$ cat src/rtl/icache_refill_ctrl_pkg.sv
// Shared definitions for the instruction-cache refill controller: FSM states and
// address field positions of the 32-line direct-mapped word cache.
package icache_refill_ctrl_pkg;

    typedef enum logic [1:0] {
        StIdle,
        StReq,
        StFill,
        StResp
    } state_e;

    localparam int unsigned INDEX_LSB = 2;
    localparam int unsigned INDEX_MSB = 6;
    localparam int unsigned TAG_LSB   = 7;

    function automatic logic [INDEX_MSB-INDEX_LSB:0] line_index(input logic [31:0] addr);
        return addr[INDEX_MSB:INDEX_LSB];
    endfunction

endpackage

$ cat src/rtl/icache_refill_ctrl_sat_counter.sv
// Saturating event counter used for the optional hit/miss statistics.
module icache_refill_ctrl_sat_counter #(
    parameter int unsigned CNT_W = 32
) (
    input  logic             clk,
    input  logic             rst,
    input  logic             inc,
    output logic [CNT_W-1:0] q
);

    always_ff @(posedge clk) begin
        if (rst) begin
            q <= '0;
        end else if (inc && (q != '1)) begin
            q <= q + CNT_W'(1);
        end
    end

endmodule

$ cat src/rtl/icache_refill_ctrl.sv
// Miss/refill controller between CPU fetch port, direct-mapped word cache and memory bus.
// Define ICACHE_STATS_EN to build the saturating hit/miss counters.
module icache_refill_ctrl
    import icache_refill_ctrl_pkg::*;
#(
    parameter int unsigned TIMEOUT = 255,
    parameter int unsigned CNT_W   = 32
) (
    input  logic             clk,
    input  logic             rst,
    input  logic             i_req,
    input  logic [31:0]      i_addr,
    output logic             o_valid,
    output logic [31:0]      o_rdata,
    output logic             o_err,
    output logic             o_busy,
    output logic [31:0]      o_c_addr,
    input  logic             i_c_hit,
    input  logic [31:0]      i_c_rdata,
    output logic             o_c_wen,
    output logic [31:0]      o_c_waddr,
    output logic [31:0]      o_c_wdata,
    output logic             o_m_req,
    output logic [31:0]      o_m_addr,
    input  logic             i_m_ack,
    input  logic [31:0]      i_m_rdata,
    output logic [CNT_W-1:0] o_hit_cnt,
    output logic [CNT_W-1:0] o_miss_cnt
);

    localparam logic [31:0] TmoLast = 32'(TIMEOUT - 1);

    state_e      state_q;
    logic [31:0] addr_q;
    logic [31:0] data_q;
    logic [31:0] tmo_q;
    logic        err_q;
    logic        busy_q;
    logic        m_req_q;
    logic        c_wen_q;
    logic        resp_q;

    logic lookup_hit;
    logic lookup_miss;
    logic tmo_expired;

    assign lookup_hit  = (state_q == StIdle) && i_req && i_c_hit;
    assign lookup_miss = (state_q == StIdle) && i_req && !i_c_hit;
    // TIMEOUT of zero disables the bound entirely.
    assign tmo_expired = (TIMEOUT != 0) && (tmo_q == TmoLast);

    always_ff @(posedge clk) begin
        if (rst) begin
            state_q <= StIdle;
            addr_q  <= '0;
            data_q  <= '0;
            tmo_q   <= '0;
            err_q   <= 1'b0;
            busy_q  <= 1'b0;
            m_req_q <= 1'b0;
            c_wen_q <= 1'b0;
            resp_q  <= 1'b0;
        end else begin
            unique case (state_q)
                StIdle: begin
                    if (lookup_miss) begin
                        addr_q  <= i_addr;
                        tmo_q   <= '0;
                        busy_q  <= 1'b1;
                        m_req_q <= 1'b1;
                        state_q <= StReq;
                    end
                end
                StReq: begin
                    if (i_m_ack) begin
                        data_q  <= i_m_rdata;
                        m_req_q <= 1'b0;
                        c_wen_q <= 1'b1;
                        state_q <= StFill;
                    end else if (tmo_expired) begin
                        data_q  <= '0;
                        err_q   <= 1'b1;
                        m_req_q <= 1'b0;
                        resp_q  <= 1'b1;
                        state_q <= StResp;
                    end else begin
                        tmo_q <= tmo_q + 32'd1;
                    end
                end
                StFill: begin
                    c_wen_q <= 1'b0;
                    resp_q  <= 1'b1;
                    state_q <= StResp;
                end
                StResp: begin
                    err_q   <= 1'b0;
                    resp_q  <= 1'b0;
                    busy_q  <= 1'b0;
                    state_q <= StIdle;
                end
            endcase
        end
    end

    // Hits bypass the FSM and answer in the lookup cycle.
    assign o_valid   = lookup_hit || resp_q;
    assign o_rdata   = resp_q ? data_q : i_c_rdata;
    assign o_err     = resp_q && err_q;
    assign o_busy    = busy_q;
    assign o_c_addr  = busy_q ? addr_q : i_addr;
    assign o_c_wen   = c_wen_q;
    assign o_c_waddr = addr_q;
    assign o_c_wdata = data_q;
    assign o_m_req   = m_req_q;
    assign o_m_addr  = addr_q;

`ifdef ICACHE_STATS_EN
    icache_refill_ctrl_sat_counter #(
        .CNT_W(CNT_W)
    ) u_hit_cnt (
        .clk(clk),
        .rst(rst),
        .inc(lookup_hit),
        .q  (o_hit_cnt)
    );

    icache_refill_ctrl_sat_counter #(
        .CNT_W(CNT_W)
    ) u_miss_cnt (
        .clk(clk),
        .rst(rst),
        .inc(lookup_miss),
        .q  (o_miss_cnt)
    );
`else
    assign o_hit_cnt  = {CNT_W{1'b0}};
    assign o_miss_cnt = {CNT_W{1'b0}};
`endif

endmodule

$ cat config.mk
export PLATFORM = sky130hd
export DESIGN_NAME = icache_refill_ctrl
export DESIGN_NICKNAME = d
export VERILOG_FILES = /design/src/rtl/icache_refill_ctrl_pkg.sv /design/src/rtl/icache_refill_ctrl_sat_counter.sv /design/src/rtl/icache_refill_ctrl.sv
export SDC_FILE = /design/constraint.sdc
export NUM_CORES = 1
export LEC_CHECK = 0
export CORE_ASPECT_RATIO = 0.5
export CORE_UTILIZATION = 36
export CTS_CLUSTER_DIAMETER = 120
export DETAILED_ROUTE_END_ITERATION = 7
export PLACE_DENSITY = 0.75
export SLEW_MARGIN = 20
export SYNTH_ARGS = -nofsm -noshare
export SYNTH_HDL_FRONTEND = slang
export SYNTH_SLANG_ARGS = --single-unit
$ cat constraint.sdc
create_clock -name clk -period 2.2 [get_ports clk]
set_input_delay 0.33 -clock clk [delete_from_list [all_inputs] [get_ports clk]]
set_output_delay 0.33 -clock clk [all_outputs]
set_load 0.01 [all_outputs]
# Yosys cells after proc, flatten, opt, wreduce, memory -nomap -nowiden
# Cells that the tools add are included.
[word_totals]
reg_bits = 103
in_bits = 101
wordCells = 65
[classes]
addsub = 1
eq_ne = 10
n_mux = 23
reduce_logical = 22
[op_table]
columns = ["op", "count"]
rows = [
  ["$mux W32", 7],
  ["$pmux W32 S2", 1],
  ["$add A32 B1 Y32 const B", 1],
  ["$eq A32 B8 Y1 const B", 1],
  ["$ne A2 B2 Y1 const B", 5],
  ["$reduce_and A2 Y1", 5],
  ["$reduce_bool A2 Y1", 5],
  ["$reduce_and A3 Y1", 3],
  ["$pmux W1 S2", 4],
  ["$pmux W2 S4", 1],
  ["$mux W1", 6],
  ["$mux W2", 3],
  ["$eq A2 B2 Y1 const B", 2],
  ["$logic_and A1 B1 Y1", 4],
  ["$reduce_and A4 Y1", 1],
  ["$ne A3 B3 Y1 const B", 1],
  ["$pmux W1 S3", 1],
  ["$reduce_bool A3 Y1", 1],
  ["$eq A2 B1 Y1 const B", 1],
  ["$logic_not A2 Y1", 1],
  ["$logic_not A1 Y1", 1],
  ["$logic_or A1 B1 Y1", 1],
]

# Longest topological paths before layout
# Gate-level depths: netlist (run 1).
[logic_depth]
ltp_word = 5
ltp_mapped = 10

# Least setup slack after synthesis (run 1)
# Ideal clock, no wire load.
[synth_timing]
kind = "reg-to-reg"
from = "register state_q[0]"
to = "register tmo_q[22]"
setup_ns = 0.072
arrival_time_ns = 1.929
t_required_ns = 2.128
setup_slack_ns = 0.199
path_stages_with_launch = 9
period_less_slack_ns = 2.001
path_cell_list = "dfxtp_1 -> inv_1 -> ha_1 -> buf_2 -> nand3b_2 -> a2111oi_4 -> buf_2 -> nand4_1 -> mux2i_1"
[synth_between]
elab_chain_cells = 5
word_cells_on_any_way = 10
cone_classes = "4 x eq/ne; 1 x mux; 5 x reduce/logical"
[synth_lines]
columns = ["item", "line_no", "source"]
rows = [
  ["start: declaration", "icache_refill_ctrl.sv:33", "state_e state_q;"],
  ["start signal: assignment", "icache_refill_ctrl.sv:54", "state_q <= StIdle;"],
  ["start signal: assignment", "icache_refill_ctrl.sv:71", "state_q <= StReq;"],
  ["start signal: assignment", "icache_refill_ctrl.sv:79", "state_q <= StFill;"],
  ["$logic_not A2 Y1", "icache_refill_ctrl.sv:48, icache_refill_ctrl.sv:64", ""],
  ["$logic_and A1 B1 Y1 (2 in series)", "icache_refill_ctrl.sv:48", "assign lookup_miss = (state_q == StIdle) && i_req && !i_c_hit;"],
  ["$ne A2 B2 Y1 (no line)", "n/a", ""],
  ["$reduce_and A4 Y1 (no line)", "n/a", ""],
  ["end signal: assignment", "icache_refill_ctrl.sv:87", "tmo_q <= tmo_q + 32'd1;"],
  ["end: declaration", "icache_refill_ctrl.sv:36", "logic [31:0] tmo_q;"],
]
# Several ways; a longest one is shown, not always the timed one.
# A chain may end at the register's enable or synchronous reset.

# Final worst setup path (run 1)
[layout_timing]
from = "register busy_q (netlist: o_busy)"
to = "output port o_c_addr[31]"
[layout_between]
elab_chain_cells = 1
[layout_lines]
columns = ["item", "line_no", "source"]
rows = [
  ["start: declaration", "icache_refill_ctrl.sv:38", "logic busy_q;"],
  ["start signal: assignment", "icache_refill_ctrl.sv:59", "busy_q <= 1'b0;"],
  ["start signal: assignment", "icache_refill_ctrl.sv:69", "busy_q <= 1'b1;"],
  ["start signal: assignment", "icache_refill_ctrl.sv:98", "busy_q <= 1'b0;"],
  ["$mux W32", "icache_refill_ctrl.sv:110", "assign o_c_addr = busy_q ? addr_q : i_addr;"],
  ["end: declaration", "icache_refill_ctrl.sv:17", "output logic [31:0] o_c_addr,"],
]
# Every way passes these cells.

==> results, run 1 <==
- The tree built by TritonCTS fans out to roughly 100 sinks.
- The clock share of power is a little under a quarter.
- In this run the most critical hold path is launched from o_c_waddr[14].
- By instance count, the leading cell after synthesis is sky130_fd_sc_hd__dfxtp_1.
- In this run the worst hold path is classified as flip-flop to flip-flop.
- The launch point of the critical path is o_busy.
- Detailed placement ended at an HPWL of 14,500 um.
- TritonCTS built the clock tree.
- The source-to-sink clock delay at the later pin of the worst-skew pair is between 0.3 and 0.4 ns.
- The signal arrival time at the worst endpoint is between 1.5 and 2 ns.
- Of the cells placed in the final design, the portion with a size suffix greater than 1 is 16.9%.
- The worst endpoint required time is around 1.9 ns.
- The clock passes through at most 2 buffers.
- Of all cell types, the one taking the most synthesized area is sky130_fd_sc_hd__dfxtp_1.
- The total global-route track usage is between 20% and 30%.
- The average wire per standard cell is between 15 and 20 um.
- The worst setup path is of the flip-flop to primary output kind.
- The power density over the cells is between 700 and 800 nW/um^2.
- Once placement finished, the instance area stood at 8590 um^2.
- The remaining number of nets flagged by the antenna check after routing is 0.
- Counting instances in the post-synthesis netlist gives the leading cell types as sky130_fd_sc_hd__dfxtp_1 (103), sky130_fd_sc_hd__buf_4 (97), sky130_fd_sc_hd__nand2_1 (82), sky130_fd_sc_hd__mux2_2 (64), sky130_fd_sc_hd__a21oi_1 (51).
- The quantity of I/O buffers inserted on ports is roughly 270.
- Clock-pin slew was measured on the worst setup and hold paths at approximately 0.070 ns.
- The residual DRC count is 0.
- In this run, flip-flops and latches consume 32.2% of the power.
- Yosys attributes the largest share of cell area to sky130_fd_sc_hd__dfxtp_1 (35%), sky130_fd_sc_hd__buf_4 (12%), sky130_fd_sc_hd__mux2_2 (12%).
- The cell area after synthesis is approximately 5900 um^2.
- The floorplan step set the die height to between 90 and 100 um.
- The number of diodes added for antenna fixing is 0.
- The maximum level of the CTS H-tree is 3.
- The average instance in the mapped netlist occupies just under 9 um^2.
- The first-pass detailed-route iteration total is 5.
- Counting flops with a built-in enable in the synthesized netlist gives 0.
- Setup violations remaining at the end of the flow were counted as 0.
- Row generation in the floorplan step produced 32 rows.
- The detailed router finished its first iteration with 360 violations.
- The total number of vias is about 5.9k.
- Across the run, the number of max-cap violations was 0.
- The via count of the first global-routing pass is around 5.5k.
- The met3 global-route usage is around 3.4%.
- The worst register-to-register path begins at tmo_q[3].
- The reported net switching power is about 2.3 mW.
- The switching part of the total is about a third.
- The via density per instance is 5.11.
- Setup repair after global routing could not meet its margin everywhere.
- For this design, the CTS-stage hold fixing added 0 buffers.
- The run finished with clean final reports.
- The relative max-transition margin is 60.8%.
- The first-pass GRT wire length is between 20,000 and 30,000 um.
- The layout overhead on the synthesized area is 52.4%.
- The largest net degree at the start of global routing is 36.
- The total area inside the core boundary comes to roughly 16,000 um^2.
- The die span in x is 183 um.
- The endpoint type of the worst setup path is a primary output.
- The full die area is ~17,000 um^2.
- The worst ir drop on vdd is ~0.00039 V.
- The reported leakage power is 3.35 nW.
- The maximum frequency from static timing analysis is about 460 MHz.
- The number of hold violations in the final report was 0.
- The met1 layer usage reported by global route is between 20 and 30%.
- The sequential-to-total area share from yosys stat is between 30% and 40%.
- The count of nets after finishing is 1,031.
- Of all flip-flops after synthesis, the portion carrying an async set or reset was 0%.
- Synthesis handed over a netlist of approximately 670 instances.
- Global routing used 38.1% of the available met2 tracks.
- After global routing, the most crowded layer is met2.
- STA classifies the critical path startpoint as a flip-flop.
- On the final layout, the worst hold slack is ~0.49 ns.
- Cell internal power was estimated by the tool at ~4.5 mW.
- The synthesized design contains approximately 100 register bits.
- For this design the top-level I/O count stands at 330.
- The global placer's final weighted congestion is around 0.9.
- The count of unique library cells instantiated by Yosys is 60.
- The part of the power in combinational logic is 44.8%.
- The clock period could shrink to roughly 2.2 ns.
- The starting utilization of the core area is a little under two fifths.
- The transition time at the pin with the least slew margin is 0.587 ns.
- The clock root buffer master is sky130_fd_sc_hd__clkbuf_16.
- The count of warnings emitted by yosys is 0.
- After detailed routing, the total wire length is approximately 19,000 um.
- After global routing the overflow that remains totals 0.
- Among all flip-flop cells after synthesis, the most frequent one is sky130_fd_sc_hd__dfxtp_1.
- The number of clock buffers inserted by TritonCTS is 9.
- Of the available clock period, the critical path in the final layout requires between 90% and 100%.
- The fraction of post-synthesis cell area in the top cell type by area is between 30% and 40%.
- The final max-slew violation count is 0.
- The finished cells cover between 8000 and 9000 um^2.
- The maximum fanout encountered on the critical timing path is 17.
- The number of antenna violations at the first check in global routing is 0.
- Between clock sinks in the finished design, the worst skew comes to approximately 0.0092 ns.
## registers in the layout, summed over array words and instances (netlist names), 2 cells and up
name / flops
state_q: 2
o_c_wdata: 32
tmo_q: 32
o_c_waddr: 32
## final timing paths
kind	end	cells after the start	slack [ns]
max reg2reg	o_c_wdata[18]	7	0.14
min	o_c_waddr[14]	2	0.49
max	o_c_addr[31]	3	0.04
min reg2reg	o_c_waddr[14]	2	0.49
## layout make-up
type	count	area, um^2
Multi-Input combinational cell	482	3170
Sequential cell	103	2070
Fill cell	1380	6730
Clock buffer	11	243
Timing Repair Buffer	321	3140
Inverter	6	22.5
Tap cell	221	277
Clock inverter	5	45.0
## cell families (layout without fill, tap and decap cells)
kind of cell | count (synthesis) | after routing | share of synthesized area [%]
and+or+nand+nor | 186 | 186 | 16.2
AOI/OAI and AO/OA | 155 | 155 | 18.1
buffers and inverters | 145 | 343 | 15.8
DFF | 103 | 103 | 35.1
muxes | 70 | 70 | 13.3
adders and majority gates | 7 | 7 | 1.49
other | 1 | 64 | 0.0638
## metal layers
layer  wire length, um  part of all wire (%)
met1              8390                    43
met2              9440                    49
met3              1230                   6.4
met4               320                   1.7
met5                 0                     0
## power by group through the flow
stage / Clock (mW) / Sequential [mW] / Combinational [mW]
2_1_floorplan: 0 / 2.26 / 1.54
3_3_place_gp: 0 / 2.23 / 2.92
3_5_place_dp: 0 / 2.24 / 2.96
4_1_cts: 1.62 / 2.20 / 3.01
5_1_grt: 1.68 / 2.24 / 3.27
6_report: 1.58 / 2.21 / 3.08
## critical path: stages (launching register included)
cell,delay (ns)
sky130_fd_sc_hd__dfxtp_1,0.33
sky130_fd_sc_hd__buf_4,0.25
sky130_fd_sc_hd__mux2_2,0.36
sky130_fd_sc_hd__clkdlybuf4s50_1,0.55
## placed cells by master, fill, tap and decap left out, types with 7 or more instances in the layout
master / count
sky130_fd_sc_hd__a21oi_1: 50
sky130_fd_sc_hd__a22o_1: 34
sky130_fd_sc_hd__a31oi_1: 20
sky130_fd_sc_hd__and2_1: 7
sky130_fd_sc_hd__buf_4: 51
sky130_fd_sc_hd__clkbuf_16: 10
sky130_fd_sc_hd__clkdlybuf4s50_1: 265
sky130_fd_sc_hd__conb_1: 64
sky130_fd_sc_hd__dfxtp_1: 100
sky130_fd_sc_hd__mux2_2: 64
sky130_fd_sc_hd__nand2_1: 82
sky130_fd_sc_hd__nand3_1: 13
sky130_fd_sc_hd__nand4_1: 15
sky130_fd_sc_hd__nor2_1: 12
sky130_fd_sc_hd__nor4_1: 12
sky130_fd_sc_hd__o21a_1: 7
sky130_fd_sc_hd__o21ai_0: 9
sky130_fd_sc_hd__or3_1: 7
## through the flow
stage	instances	utilization, %	setup TNS (ns)	worst slack (ns)	power (mW)
floorplan	730	-	0	0.199	3.80
global route	1149	57.1	-0.0539	-0.0345	7.20
finish	1149	57.1	0	0.0365	6.87
global placement	1130	54.7	-0.279	-0.0376	5.15
detailed placement	1130	54.7	-2.27	-0.171	5.20
CTS	1148	56.8	0	0.0100	6.83
## what timing repair did
item / in CTS / in global routing
setup buffers: 2 / 0
endpoints found under the hold margin: 0 / 0
endpoints found under the setup margin: 18 / 58
gates resized for setup: 4 / 9
cloned: 0 / 1
pin swaps: 1 / 1
Power figures use the tool's default switching activity.
==> run 2: changes to the inputs <==
--- a/config.mk
+++ b/config.mk
@@ -5,6 +5,7 @@
 export SDC_FILE = /design/constraint.sdc
 export NUM_CORES = 1
 export LEC_CHECK = 0
+export CAP_MARGIN = 20
 export CORE_ASPECT_RATIO = 0.5
 export CORE_UTILIZATION = 36
 export CTS_CLUSTER_DIAMETER = 120
==> results of run 2 <==
Same layout as run 1: the final DEF is identical, and so are final timing and power.
